[src/rtl/jtgng_dwnld_pkg.sv]
// Shared types and sizing helpers for the ioctl-to-romload download bridge.
package jtgng_dwnld_pkg;

    typedef enum logic [1:0] {
        RUN   = 2'd0,
        LOAD  = 2'd1,
        FLUSH = 2'd2,
        HOLD  = 2'd3
    } state_t;

    localparam int DEF_AW       = 19;
    localparam int DEF_DEPTH    = 4;
    localparam int DEF_WR_GAP   = 2;
    localparam int DEF_RST_HOLD = 16;

    // Bits needed to hold any value in 0..max_val (never less than one bit).
    function automatic int cnt_w(input int max_val);
        return (max_val < 2) ? 1 : $clog2(max_val + 1);
    endfunction

    localparam int ENTRY_W = DEF_AW + 8;
    localparam int COUNT_W = cnt_w(DEF_DEPTH);
    localparam int GAP_W   = cnt_w(DEF_WR_GAP - 1);
    localparam int HOLD_W  = cnt_w(DEF_RST_HOLD);

endpackage

[src/rtl/jtgng_dwnld_fifo.sv]
// Small synchronous FIFO holding {address, data} entries awaiting a romload write.
// A push into a full FIFO is dropped even if a pop happens in the same clock.
module jtgng_dwnld_fifo #(
    parameter int W     = 27,
    parameter int DEPTH = 4,
    parameter int CW    = 3
) (
    input  logic          clk,
    input  logic          rst,
    input  logic          i_push,
    input  logic [W-1:0]  i_din,
    input  logic          i_pop,
    output logic [W-1:0]  o_dout,
    output logic [CW-1:0] o_count,
    output logic          o_full,
    output logic          o_empty
);
    localparam int PW = $clog2(DEPTH);

    logic [W-1:0]  r_mem [DEPTH];
    logic [PW-1:0] r_wr_ptr;
    logic [PW-1:0] r_rd_ptr;
    logic [CW-1:0] r_count;
    logic          w_do_push;
    logic          w_do_pop;

    assign o_full    = (r_count == CW'(DEPTH));
    assign o_empty   = (r_count == '0);
    assign w_do_push = i_push & ~o_full;
    assign w_do_pop  = i_pop & ~o_empty;
    assign o_dout    = r_mem[r_rd_ptr];
    assign o_count   = r_count;

    // Pointer and occupancy bookkeeping; pointers wrap naturally at DEPTH.
    always_ff @(posedge clk) begin
        if (rst) begin
            r_wr_ptr <= '0;
            r_rd_ptr <= '0;
            r_count  <= '0;
        end else begin
            if (w_do_push) r_wr_ptr <= r_wr_ptr + 1'b1;
            if (w_do_pop)  r_rd_ptr <= r_rd_ptr + 1'b1;
            case ({w_do_push, w_do_pop})
                2'b10:   r_count <= r_count + 1'b1;
                2'b01:   r_count <= r_count - 1'b1;
                default: r_count <= r_count;
            endcase
        end
    end

    // Storage array; contents are don't-care until written, so no reset.
    always_ff @(posedge clk) begin
        if (w_do_push) r_mem[r_wr_ptr] <= i_din;
    end

endmodule

[src/rtl/jtgng_dwnld.sv]
// Converts the HPS ioctl byte stream into paced romload writes, tracks
// bad-address / overrun flags and a byte checksum, and holds the game in
// reset while a download is in progress and for a while after it.
//
// state | meaning
// RUN   | game running, no download activity
// LOAD  | HPS transferring bytes, FIFO accepting
// FLUSH | transfer ended, draining remaining FIFO entries
// HOLD  | FIFO drained, counting down before releasing game_rst
module jtgng_dwnld
    import jtgng_dwnld_pkg::*;
#(
    parameter int AW       = DEF_AW,
    parameter int DEPTH    = DEF_DEPTH,
    parameter int WR_GAP   = DEF_WR_GAP,
    parameter int RST_HOLD = DEF_RST_HOLD
) (
    input  logic          clk,
    input  logic          rst,
    input  logic          ioctl_download,
    input  logic          ioctl_wr,
    input  logic [24:0]   ioctl_addr,
    input  logic [7:0]    ioctl_data,
    output logic          ioctl_wait,
    output logic          romload_wr,
    output logic [AW-1:0] romload_addr,
    output logic [7:0]    romload_data,
    output logic          game_rst,
    output logic          downloading,
    output logic          oor,
    output logic          ovf,
    output logic [15:0]   checksum
);
    localparam int EW = AW + 8;
    localparam int CW = cnt_w(DEPTH);
    localparam int GW = cnt_w(WR_GAP - 1);
    localparam int HW = cnt_w(RST_HOLD);

    state_t        r_state, w_state_nxt;
    logic [HW-1:0] r_hold, w_hold_nxt;
    logic [GW-1:0] r_gap;
    logic          r_game_rst;
    logic          r_romload_wr;
    logic [AW-1:0] r_romload_addr;
    logic [7:0]    r_romload_data;
    logic          r_wait;
    logic          r_oor, r_ovf;
    logic [15:0]   r_checksum;

    logic          w_in_range, w_wr_dl, w_push, w_pop, w_enter_load;
    logic          w_full, w_empty;
    logic [EW-1:0] w_dout;
    logic [CW-1:0] w_count;

    assign w_in_range   = ((ioctl_addr >> AW) == 25'd0);
    assign w_wr_dl      = ioctl_wr & ioctl_download;
    assign w_push       = w_wr_dl & w_in_range & ~w_full;
    assign w_pop        = ~w_empty & (r_gap == '0);
    assign w_enter_load = ioctl_download & (r_state != LOAD);

    jtgng_dwnld_fifo #(.W(EW), .DEPTH(DEPTH), .CW(CW)) u_fifo (
        .clk     (clk),
        .rst     (rst),
        .i_push  (w_push),
        .i_din   ({ioctl_addr[AW-1:0], ioctl_data}),
        .i_pop   (w_pop),
        .o_dout  (w_dout),
        .o_count (w_count),
        .o_full  (w_full),
        .o_empty (w_empty)
    );

    // Next-state and hold-counter decode; a raised download always wins.
    always_comb begin
        w_state_nxt = r_state;
        w_hold_nxt  = r_hold;
        if (ioctl_download) begin
            w_state_nxt = LOAD;
        end else begin
            case (r_state)
                LOAD:  w_state_nxt = FLUSH;
                FLUSH: if (w_empty && r_gap == '0) begin
                    w_state_nxt = HOLD;
                    w_hold_nxt  = HW'(RST_HOLD);
                end
                HOLD: begin
                    w_hold_nxt = r_hold - 1'b1;
                    if (r_hold == HW'(1)) w_state_nxt = RUN;
                end
                default: w_state_nxt = r_state;
            endcase
        end
    end

    // State register; game_rst is registered from the next state so it
    // tracks "not RUN" without an extra clock of lag.
    always_ff @(posedge clk) begin
        if (rst) begin
            r_state    <= HOLD;
            r_hold     <= HW'(RST_HOLD);
            r_game_rst <= 1'b1;
        end else begin
            r_state    <= w_state_nxt;
            r_hold     <= w_hold_nxt;
            r_game_rst <= (w_state_nxt != RUN);
        end
    end

    // Write pacing: pop one entry whenever the gap counter has run out.
    always_ff @(posedge clk) begin
        if (rst) begin
            r_gap          <= '0;
            r_romload_wr   <= 1'b0;
            r_romload_addr <= '0;
            r_romload_data <= '0;
            r_wait         <= 1'b0;
        end else begin
            r_romload_wr <= w_pop;
            r_wait       <= (w_count >= CW'(DEPTH - 1));
            if (w_pop) begin
                {r_romload_addr, r_romload_data} <= w_dout;
                r_gap <= GW'(WR_GAP - 1);
            end else if (r_gap != '0) begin
                r_gap <= r_gap - 1'b1;
            end
        end
    end

    // Sticky flags and checksum; a new download clears them, but a byte
    // accepted on that same clock still counts toward the fresh checksum.
    always_ff @(posedge clk) begin
        if (rst) begin
            r_oor      <= 1'b0;
            r_ovf      <= 1'b0;
            r_checksum <= '0;
        end else begin
            r_oor      <= (r_oor & ~w_enter_load) | (w_wr_dl & ~w_in_range);
            r_ovf      <= (r_ovf & ~w_enter_load) | (w_wr_dl & w_in_range & w_full);
            r_checksum <= (w_enter_load ? 16'd0 : r_checksum)
                        + (w_push ? {8'd0, ioctl_data} : 16'd0);
        end
    end

    assign ioctl_wait   = r_wait;
    assign romload_wr   = r_romload_wr;
    assign romload_addr = r_romload_addr;
    assign romload_data = r_romload_data;
    assign game_rst     = r_game_rst;
    assign downloading  = (r_state == LOAD) || (r_state == FLUSH);
    assign oor          = r_oor;
    assign ovf          = r_ovf;
    assign checksum     = r_checksum;

endmodule

[config.mk]
export PLATFORM = sky130hd
export DESIGN_NAME = jtgng_dwnld
export DESIGN_NICKNAME = d
export VERILOG_FILES = /design/src/rtl/jtgng_dwnld_pkg.sv /design/src/rtl/jtgng_dwnld_fifo.sv /design/src/rtl/jtgng_dwnld.sv
export SDC_FILE = /design/constraint.sdc
export NUM_CORES = 1
export LEC_CHECK = 0
export BUFFER_PORTS_ARGS = -buffer_cell sky130_fd_sc_hd__buf_2
export CAP_MARGIN = 20
export CORE_MARGIN = 5
export CORE_UTILIZATION = 58
export CTS_CLUSTER_DIAMETER = 60
export DETAILED_ROUTE_END_ITERATION = 10
export PLACE_DENSITY = 0.79
export SYNTH_ARGS = -nofsm -noshare
export SYNTH_HDL_FRONTEND = slang
export SYNTH_SLANG_ARGS = --single-unit
[constraint.sdc]
create_clock -name clk -period 4.6 [get_ports clk]
set_clock_uncertainty 0.2 [all_clocks]
set_input_delay 0.92 -clock clk [delete_from_list [all_inputs] [get_ports clk]]
set_output_delay 0.92 -clock clk [all_outputs]
set_load 0.02 [all_outputs]
==> flow_summary.json, run 1 <==
{
  "status": "finished clean",
  "crit_arrival_ps": 3700,
  "cts_hold_buf": 0,
  "core_um2": 11900,
  "viasPerCell": 5.76,
  "wire_per_inst_um": 19.2,
  "cp-startpoint": "ioctl_addr[20]",
  "min_from": "romload_data[7]$_SDFFE_PP0P_",
  "drive_above_1_share_pct": 26.8,
  "ys_seq_elements": 170,
  "dr.pass1.iters": 4,
  "seq_area_frac_synth_pct": 64.2,
  "critical_path.max_fanout": 15,
  "finalMaxSlewViolations": 0,
  "die_w_um": 120,
  "pwr-share-seq_pct": 43.7,
  "cts_setup_buffers": 0,
  "syn2layout_area_growth_pct": 16.7,
  "first_global_vias": 4525,
  "setup_violations": 0,
  "yosysWarnings": 0,
  "multiInputGateArea_um2": 2330,
  "nets": 650,
  "wl_um": 14400,
  "drc": 0,
  "cts.repair.resized": 0,
  "drtIter0Drc": 317,
  "root_buffer": "clkbuf_16",
  "p_int_w": 0.00294,
  "maxCapViolCount": 0,
  "async_flop_share_pct": 0,
  "num_antenna_cells": 0,
  "peakVddDrop_mv": 0.325,
  "min_path_type": "register to register",
  "synth_cells": 504,
  "crit_path_end_kind": "register",
  "avgSynthCellArea_um2": 13.9,
  "synth.distinct_cells": 58,
  "synth_nets": 562,
  "track_usage_pct": 21.2,
  "ctsLongestPathBuffers": 2,
  "power_density_nw_per_um2": 511,
  "worstPathRequired_ps": 4710,
  "cts_tree": "yes",
  "antenna_found_initial": 0,
  "dp_slack_ps": 597,
  "tightestPinTransition_ps": 669,
  "p_leak_nw": 3.05,
  "relSlewSlack_pct": 55.4,
  "synth_edf_count": 108,
  "finalSetupTns_ps": 0,
  "worstSkewPairLatency_ps": 420,
  "hold_viol_final": 0,
  "final_util_pct": 68.4,
  "max_freq_mhz": 279,
  "p_sw_share_pct": 29.2,
  "period_share_pct": 77.9,
  "synth_top_area_share_pct": 46.5,
  "grt_setup_unrepaired": "false",
  "rows": 40,
  "r2r_slack_ps": 1300,
  "syn_area_um2": 6980,
  "dieArea_um2": 14300,
  "layout_commonest_cell": "edfxtp_1",
  "hpwl_um": 9040,
  "gr-total-overflow": 0,
  "num_vias": 4335,
  "combPwrFrac_pct": 21.7,
  "start_util_pct": 58.6,
  "p_clk_share_pct": 34.6,
  "ant_nets": 0,
  "cts_buffers": 17,
  "fillers": 837,
  "path_clk_slew_ps": 60,
  "regArea_um2": 4490,
  "reg2reg_from": "r_state[1]$_SDFF_PP1_",
  "fp.dieH_um": 120,
  "port_buffers": 85,
  "gp_congestion": 0.880,
  "p_switching_w": 0.00122,
  "synth_top_area_cell": "edfxtp_1",
  "grt_max_degree": 35,
  "h-tree-depth": 4,
  "fin_crit_ps": 3590,
  "io_pins": 86,
  "ys.flop_type": "edfxtp_1",
  "synth.area.top_cells": "edfxtp_1, dfxtp_1, mux4_2",
  "grt_pass1_wl_um": 23300,
  "setup_slack_ps": 1010,
  "cp-start-kind": "input port",
  "clock-sinks": 170,
  "final_cell_mix": "edfxtp_1, buf_2, nand2_1",
  "critPathKind": "input port to register"
}
metal layers:
metal  global-route usage, %  vias to the layer above  wire length [um]
met3                    4.57                       24               747
met5                       0                        -                 0
met4                    7.66                        0               244
met1                    26.9                     2129              5980
met2                    36.1                      155              7470
li1                        -                     2027                 -
synthesized netlist by cell type (all sizes together) (3+ instances only):
library cell / n
edfxtp: 108
nand2: 67
dfxtp: 62
a21oi: 38
mux4: 27
nor2: 25
and2: 23
ha: 19
buf: 14
inv: 13
clkbuf: 10
xnor2: 7
nor3: 5
o21ai: 5
xor2: 5
a211oi: 4
a21o: 4
mux2i: 4
nand2b: 4
nor2b: 4
o211ai: 4
or2: 4
or3: 4
a21boi: 3
mux2: 3
nor4b: 3
o31ai: 3
or3b: 3
critical path, stage by stage:
cell	delay, ps
buf_2	100
nor4_1	420
and4_1	560
and2_1	250
ha_1	250
a211oi_1	440
o21bai_1	180
a31oi_1	230
mux2_2	350
worst paths after layout:
check	endpoint	cells after the start
max	checksum[7]$_SDFF_PP0_	9
min	romload_data[7]$_SDFFE_PP0P_	2
max reg2reg	checksum[11]$_SDFF_PP0_	9
min reg2reg	romload_data[7]$_SDFFE_PP0P_	2
flip-flops by register name, indices dropped and copies added (netlist names):
signal	flops
u_fifo.r_rd_ptr	2
r_gap	1
oor	1
romload_data	8
checksum	16
r_state	2
ovf	1
u_fifo.o_count	3
u_fifo.r_wr_ptr	2
u_fifo.r_mem	108
r_hold	5
ioctl_wait	1
romload_addr	19
game_rst	1
per-stage QoR:
step / instance area, um2 / power (W) / instances / hold WS [ps]
global placement: 7530 / 0.00270 / 719 / 239
detailed placement: 7530 / 0.00273 / 719 / 244
floorplan: 6980 / 0.00250 / 504 / 247
finish: 8140 / 0.00416 / 752 / 250
global route: 8140 / 0.00435 / 752 / 272
CTS: 8120 / 0.00417 / 751 / 252
cell type report:
type / instances / area share, %
Clock buffer: 18 / 5.27
Clock inverter: 14 / 2.06
Inverter: 13 / 0.599
Multi-Input combinational cell: 297 / 28.6
Sequential cell: 170 / 55.1
Tap cell: 147 / 2.26
Timing Repair Buffer: 93 / 6.11
power by group through the flow:
stage / Combinational [W] / Clock, W / Sequential, W
after floorplan: 0.000592 / 0 / 0.00191
after global placement: 0.000807 / 0 / 0.00189
after detailed placement: 0.000833 / 0 / 0.00190
after CTS: 0.000842 / 0.00146 / 0.00187
after global routing: 0.000987 / 0.00153 / 0.00183
final: 0.000904 / 0.00144 / 0.00182
cells by family after synthesis:
| kind of cell | after synthesis | synth area share [%] |
|---|---|---|
| flip-flops | 170 | 64.2 |
| AND/OR/NAND/NOR | 157 | 11.6 |
| XOR/XNOR | 12 | 1.51 |
| buffers and inverters | 37 | 2.37 |
| multiplexers | 34 | 9.77 |
| adder cells (fa/ha/maj) | 21 | 3.98 |
| AO/OA/AOI/OAI | 73 | 6.54 |
No activity file was read; power rests on OpenSTA's default activity.
==> inputs of run 2 (changes only) <==
clock period = 3.7 ns   (was 4.6 ns; I/O delays follow)
==> run 2 against run 1 <==
Against the previous run: clock power grew 22%; total power grew 23%; cell count grew 0.93%; combinational power grew 23%; sequential power grew 25%; critical path type unchanged; largest cell class unchanged; highest routed layer unchanged.
==> flow_summary.json, run 2 (synthesized netlist as in run 1, its figures left out) <==
{
  "gr-total-overflow": 0,
  "hold_ws_ps": 251,
  "final_cell_mix": "edfxtp_1, buf_2, nand2_1",
  "grt_pass1_wl_um": 23600,
  "wire_per_inst_um": 19.3,
  "setup_violations": 0,
  "hpwl_um": 9390,
  "fin_crit_ps": 3260,
  "dieArea_um2": 14300,
  "critPathBufInv": 2,
  "nets": 657,
  "max_freq_mhz": 307,
  "tightestPinTransition_ps": 732,
  "p_leak_nw": 3.07,
  "crit_arrival_ps": 3370,
  "r2r_cells": 9,
  "port_buffers": 85,
  "rows": 40,
  "first_global_vias": 4622,
  "clock-sinks": 170,
  "maxCapViolCount": 0,
  "root_buffer": "clkbuf_16",
  "largest_reg_flops": 108,
  "power_density_nw_per_um2": 626,
  "max_stage_delay_ps": 420,
  "syn2layout_area_growth_pct": 17.5,
  "peakVddDrop_mv": 0.581,
  "cp-startpoint": "ioctl_addr[20]",
  "grt_max_degree": 38,
  "critPathKind": "input port to register",
  "relSlewSlack_pct": 51.2,
  "ctsLongestPathBuffers": 2,
  "ant_nets": 0,
  "fin_cells": 759,
  "cpMaxStageDelayCell": "nor4_1",
  "finalMaxSlewViolations": 0,
  "cts_hold_buf": 0,
  "crit_path_end_kind": "register",
  "worstPathCellList": "buf_2, nor4_1, and4_1, buf_4, and2_1, ha_1, o211ai_1, o21bai_1, a31oi_1, mux2_2",
  "io_pins": 86,
  "critPathTopFamily": "simple AND/OR/NAND/NOR gates",
  "layout_commonest_cell": "edfxtp_1",
  "wl_um": 14600,
  "fp.dieH_um": 120,
  "drc": 0,
  "status": "finished clean",
  "die_w_um": 120,
  "path_clk_slew_ps": 60,
  "cts_buffers": 17,
  "critical_path_cell_count": 10,
  "regMostFlops": "u_fifo.r_mem",
  "h-tree-depth": 4,
  "drive_above_1_share_pct": 27.9,
  "viasPerCell": 5.82,
  "period_share_pct": 88.0,
  "antenna_found_initial": 0,
  "min_path_type": "register to register",
  "core_um2": 11900,
  "hold_depth": 2,
  "drtIter0Drc": 326,
  "num_vias": 4419,
  "cts_tree": "yes",
  "critical_path.max_fanout": 8,
  "gp_congestion": 0.872,
  "min_from": "romload_addr[11]$_SDFFE_PP0P_",
  "grt_setup_unrepaired": "false",
  "dr.pass1.iters": 5,
  "worstPathRequired_ps": 3810,
  "cts.repair.resized": 0,
  "hold_viol_final": 0,
  "cp-start-kind": "input port",
  "start_util_pct": 58.6,
  "worstSkewPairLatency_ps": 420,
  "dp.cells": 727,
  "reg2reg_from": "u_fifo.o_count[2]$_SDFFE_PP0P_",
  "finalSetupTns_ps": 0,
  "num_antenna_cells": 0,
  "track_usage_pct": 21.4,
  "cts_setup_buffers": 0
}
[run 2: path summary, 6_finish.rpt]
path	end	slack, ps
max	checksum[7]$_SDFF_PP0_	440
min	romload_addr[11]$_SDFFE_PP0P_	250
max reg2reg	checksum[7]$_SDFF_PP0_	540
min reg2reg	romload_addr[11]$_SDFFE_PP0P_	250
[run 2: power breakdown]
group          switching, W  internal (W)
Clock              0.000744       0.00101
Sequential         0.000124       0.00214
Combinational      0.000668      0.000446
Total               0.00154       0.00360
[run 2: layer usage]
layer / global-route usage (%) / wire, um / vias to the layer above
met5: 0 / 0 / -
met4: 8.52 / 350 / 0
met3: 5.04 / 823 / 27
met2: 37.2 / 7620 / 144
met1: 25.9 / 5840 / 2199
li1: - / - / 2049
[run 2: worst register-to-register path, stage by stage, from the launching register on]
cell      delay (ps)
dfxtp_1          400
or3b_1           400
and4_1           240
buf_4            190
and2_1           160
ha_1             250
a211oi_1         440
o21bai_1         170
a31oi_1          250
mux2_2           360
[run 2: metrics by stage]
step                util [%]  power [W]  instance area [um2]  setup slack, ps
finish                  68.8    0.00513                 8200              444
floorplan                  -    0.00311                 6980              268
global route            68.8    0.00538                 8200              260
CTS                     68.8    0.00517                 8200              495
global placement        63.9    0.00338                 7610              194
detailed placement      63.9    0.00342                 7610              101
[run 2: cell type report]
class	count	area [um2]
Sequential cell	170	4490
Fill cell	810	3710
Multi-Input combinational cell	297	2330
Timing Repair Buffer	100	563
Clock buffer	17	425
Tap cell	147	184
Clock inverter	15	163
Inverter	13	48.8
==> inputs of run 3 (changes only) <==
ABC_AREA = 0   (was not set)
CORE_MARGIN = not set   (was 5)
==> run 3 against run 2 <==
Against the previous run: the run now ends with design-rule violations left; hold slack got worse by 0.68 ps; critical path depth fell by 1; non-clock buffer count rose by 1; sequential power barely moved; cell area fell by 0.38%; count of clock-buffer cells in the layout rose by 5; sequential share of layout area rose by 0.21 points; utilization rose by 1.8 points; combinational power barely moved; die area fell by 13%; clock power fell by 5%; global-route usage rose by 3.0 points; critical path type is now register to register; critical endpoint unchanged; largest power group unchanged.
==> flow_summary.json, run 3 (synthesized netlist as in run 1, its figures left out) <==
{
  "fillers": 770,
  "clock-sinks": 170,
  "core_um2": 11600,
  "cts_hold_buf": 0,
  "gr-total-overflow": 0,
  "crit_arrival_ps": 3240,
  "critical_path.max_fanout": 8,
  "wire_per_inst_um": 18.3,
  "drc": 10,
  "critPathKind": "register to register",
  "grt_pass1_wl_um": 22700,
  "grt_max_degree": 41,
  "worstSkewPairLatency_ps": 420,
  "relSlewSlack_pct": 50.0,
  "cts.repair.resized": 0,
  "p_leak_nw": 3.07,
  "viasPerCell": 5.67,
  "path_clk_slew_ps": 60,
  "setup_violations": 0,
  "placed_area_um2": 7580,
  "hpwl_um": 8970,
  "die_w_um": 112,
  "crit_path_end_kind": "register",
  "drive_above_1_share_pct": 27.6,
  "finalMaxSlewViolations": 0,
  "layout_commonest_cell": "edfxtp_1",
  "drtIter0Drc": 213,
  "min_path_type": "register to register",
  "finalSetupTns_ps": 0,
  "dieArea_um2": 12500,
  "io_pins": 86,
  "violations": "design-rule violations",
  "first_global_vias": 4570,
  "ant_nets": 0,
  "h-tree-depth": 4,
  "status": "complete, but fails checks",
  "antenna_found_initial": 0,
  "ctsLongestPathBuffers": 2,
  "r2r_slack_ps": 560,
  "cts_setup_buffers": 0,
  "cp-start-kind": "register",
  "track_usage_pct": 24.4,
  "root_buffer": "clkbuf_16",
  "peakVddDrop_mv": 0.352,
  "regMostFlops": "u_fifo.r_mem",
  "fin_crit_ps": 3140,
  "gp_congestion": 0.789,
  "final_cell_mix": "edfxtp_1, buf_2, nand2_1",
  "power_density_nw_per_um2": 618,
  "fp.dieH_um": 112,
  "worstPathRequired_ps": 3810,
  "rows": 39,
  "grt_setup_unrepaired": "false",
  "period_share_pct": 84.7,
  "maxCapViolCount": 0,
  "syn2layout_area_growth_pct": 17.0,
  "stdcell_area_um2": 8170,
  "tightestPinTransition_ps": 750,
  "max_freq_mhz": 319,
  "wl_um": 13800,
  "final_util_pct": 70.6,
  "cts_tree": "yes",
  "dr.pass1.iters": 8,
  "nets": 658,
  "start_util_pct": 60.4,
  "hold_viol_final": 0,
  "largest_reg_flops": 108,
  "num_vias": 4285,
  "cts_buffers": 17,
  "port_buffers": 85
}
[run 3: changes by cell type in the layout (fill, tap and decap cells not counted), sizes merged]
| cell | previous run | this run |
|---|---|---|
| clkinvlp | 3 | 2 |
| clkbuf | 17 | 22 |
| clkinv | 4 | 3 |
| diode | 0 | 1 |
| bufinv | 2 | 1 |
| buf | 100 | 101 |
| inv | 19 | 16 |
[run 3: layer usage]
metal / up-vias / global-route usage [%] / wire length (um)
met5: - / 0 / 0
met4: 0 / 9.64 / 195
met3: 17 / 6.75 / 997
met2: 129 / 40.5 / 6950
met1: 2087 / 30.6 / 5700
li1: 2052 / - / -
[run 3: power breakdown]
part | internal (W) | leakage [nW] | switching (W) | total (W)
Sequential | 0.00214 | 1.47 | 0.000135 | 0.00228
Combinational | 0.000466 | 1.32 | 0.000646 | 0.00111
Clock | 0.000965 | 0.269 | 0.000695 | 0.00166
Total | 0.00358 | 3.07 | 0.00148 | 0.00505
[run 3: cell type report]
cell class	instances	area, um2	share of cell area, %
Timing Repair Buffer	101	566	6.92
Clock inverter	9	92.6	1.13
Clock buffer	22	464	5.68
Inverter	13	48.8	0.597
Antenna cell	1	2.50	0.0306
Multi-Input combinational cell	297	2330	28.5
Sequential cell	170	4490	54.9
Tap cell	143	179	2.19
[run 3: worst paths after layout]
kind | cells past startpoint | start | to
worst min-delay path | 2 | romload_addr[13]$_SDFFE_PP0P_ | romload_addr[13]$_SDFFE_PP0P_
worst min register to register | 2 | romload_addr[13]$_SDFFE_PP0P_ | romload_addr[13]$_SDFFE_PP0P_
worst max register to register | 9 | u_fifo.o_count[2]$_SDFFE_PP0P_ | checksum[7]$_SDFF_PP0_
worst max-delay path | 9 | u_fifo.o_count[2]$_SDFFE_PP0P_ | checksum[7]$_SDFF_PP0_
[run 3: critical path: stages, from the launching register on]
cell and delay, ps:
dfxtp_1 400, or3b_1 380, and4_1 230, buf_4 190, and2_1 160, ha_1 250, a211oi_1 430, o21bai_1 180
a31oi_1 240, mux2_2 360
[run 3: stage by stage]
step	setup slack (ps)	hold WS, ps	cells	power (W)
global placement	263	239	723	0.00337
detailed placement	182	244	723	0.00340
floorplan	268	247	504	0.00311
finish	565	250	756	0.00505
CTS	592	253	754	0.00506
global route	340	281	755	0.00529
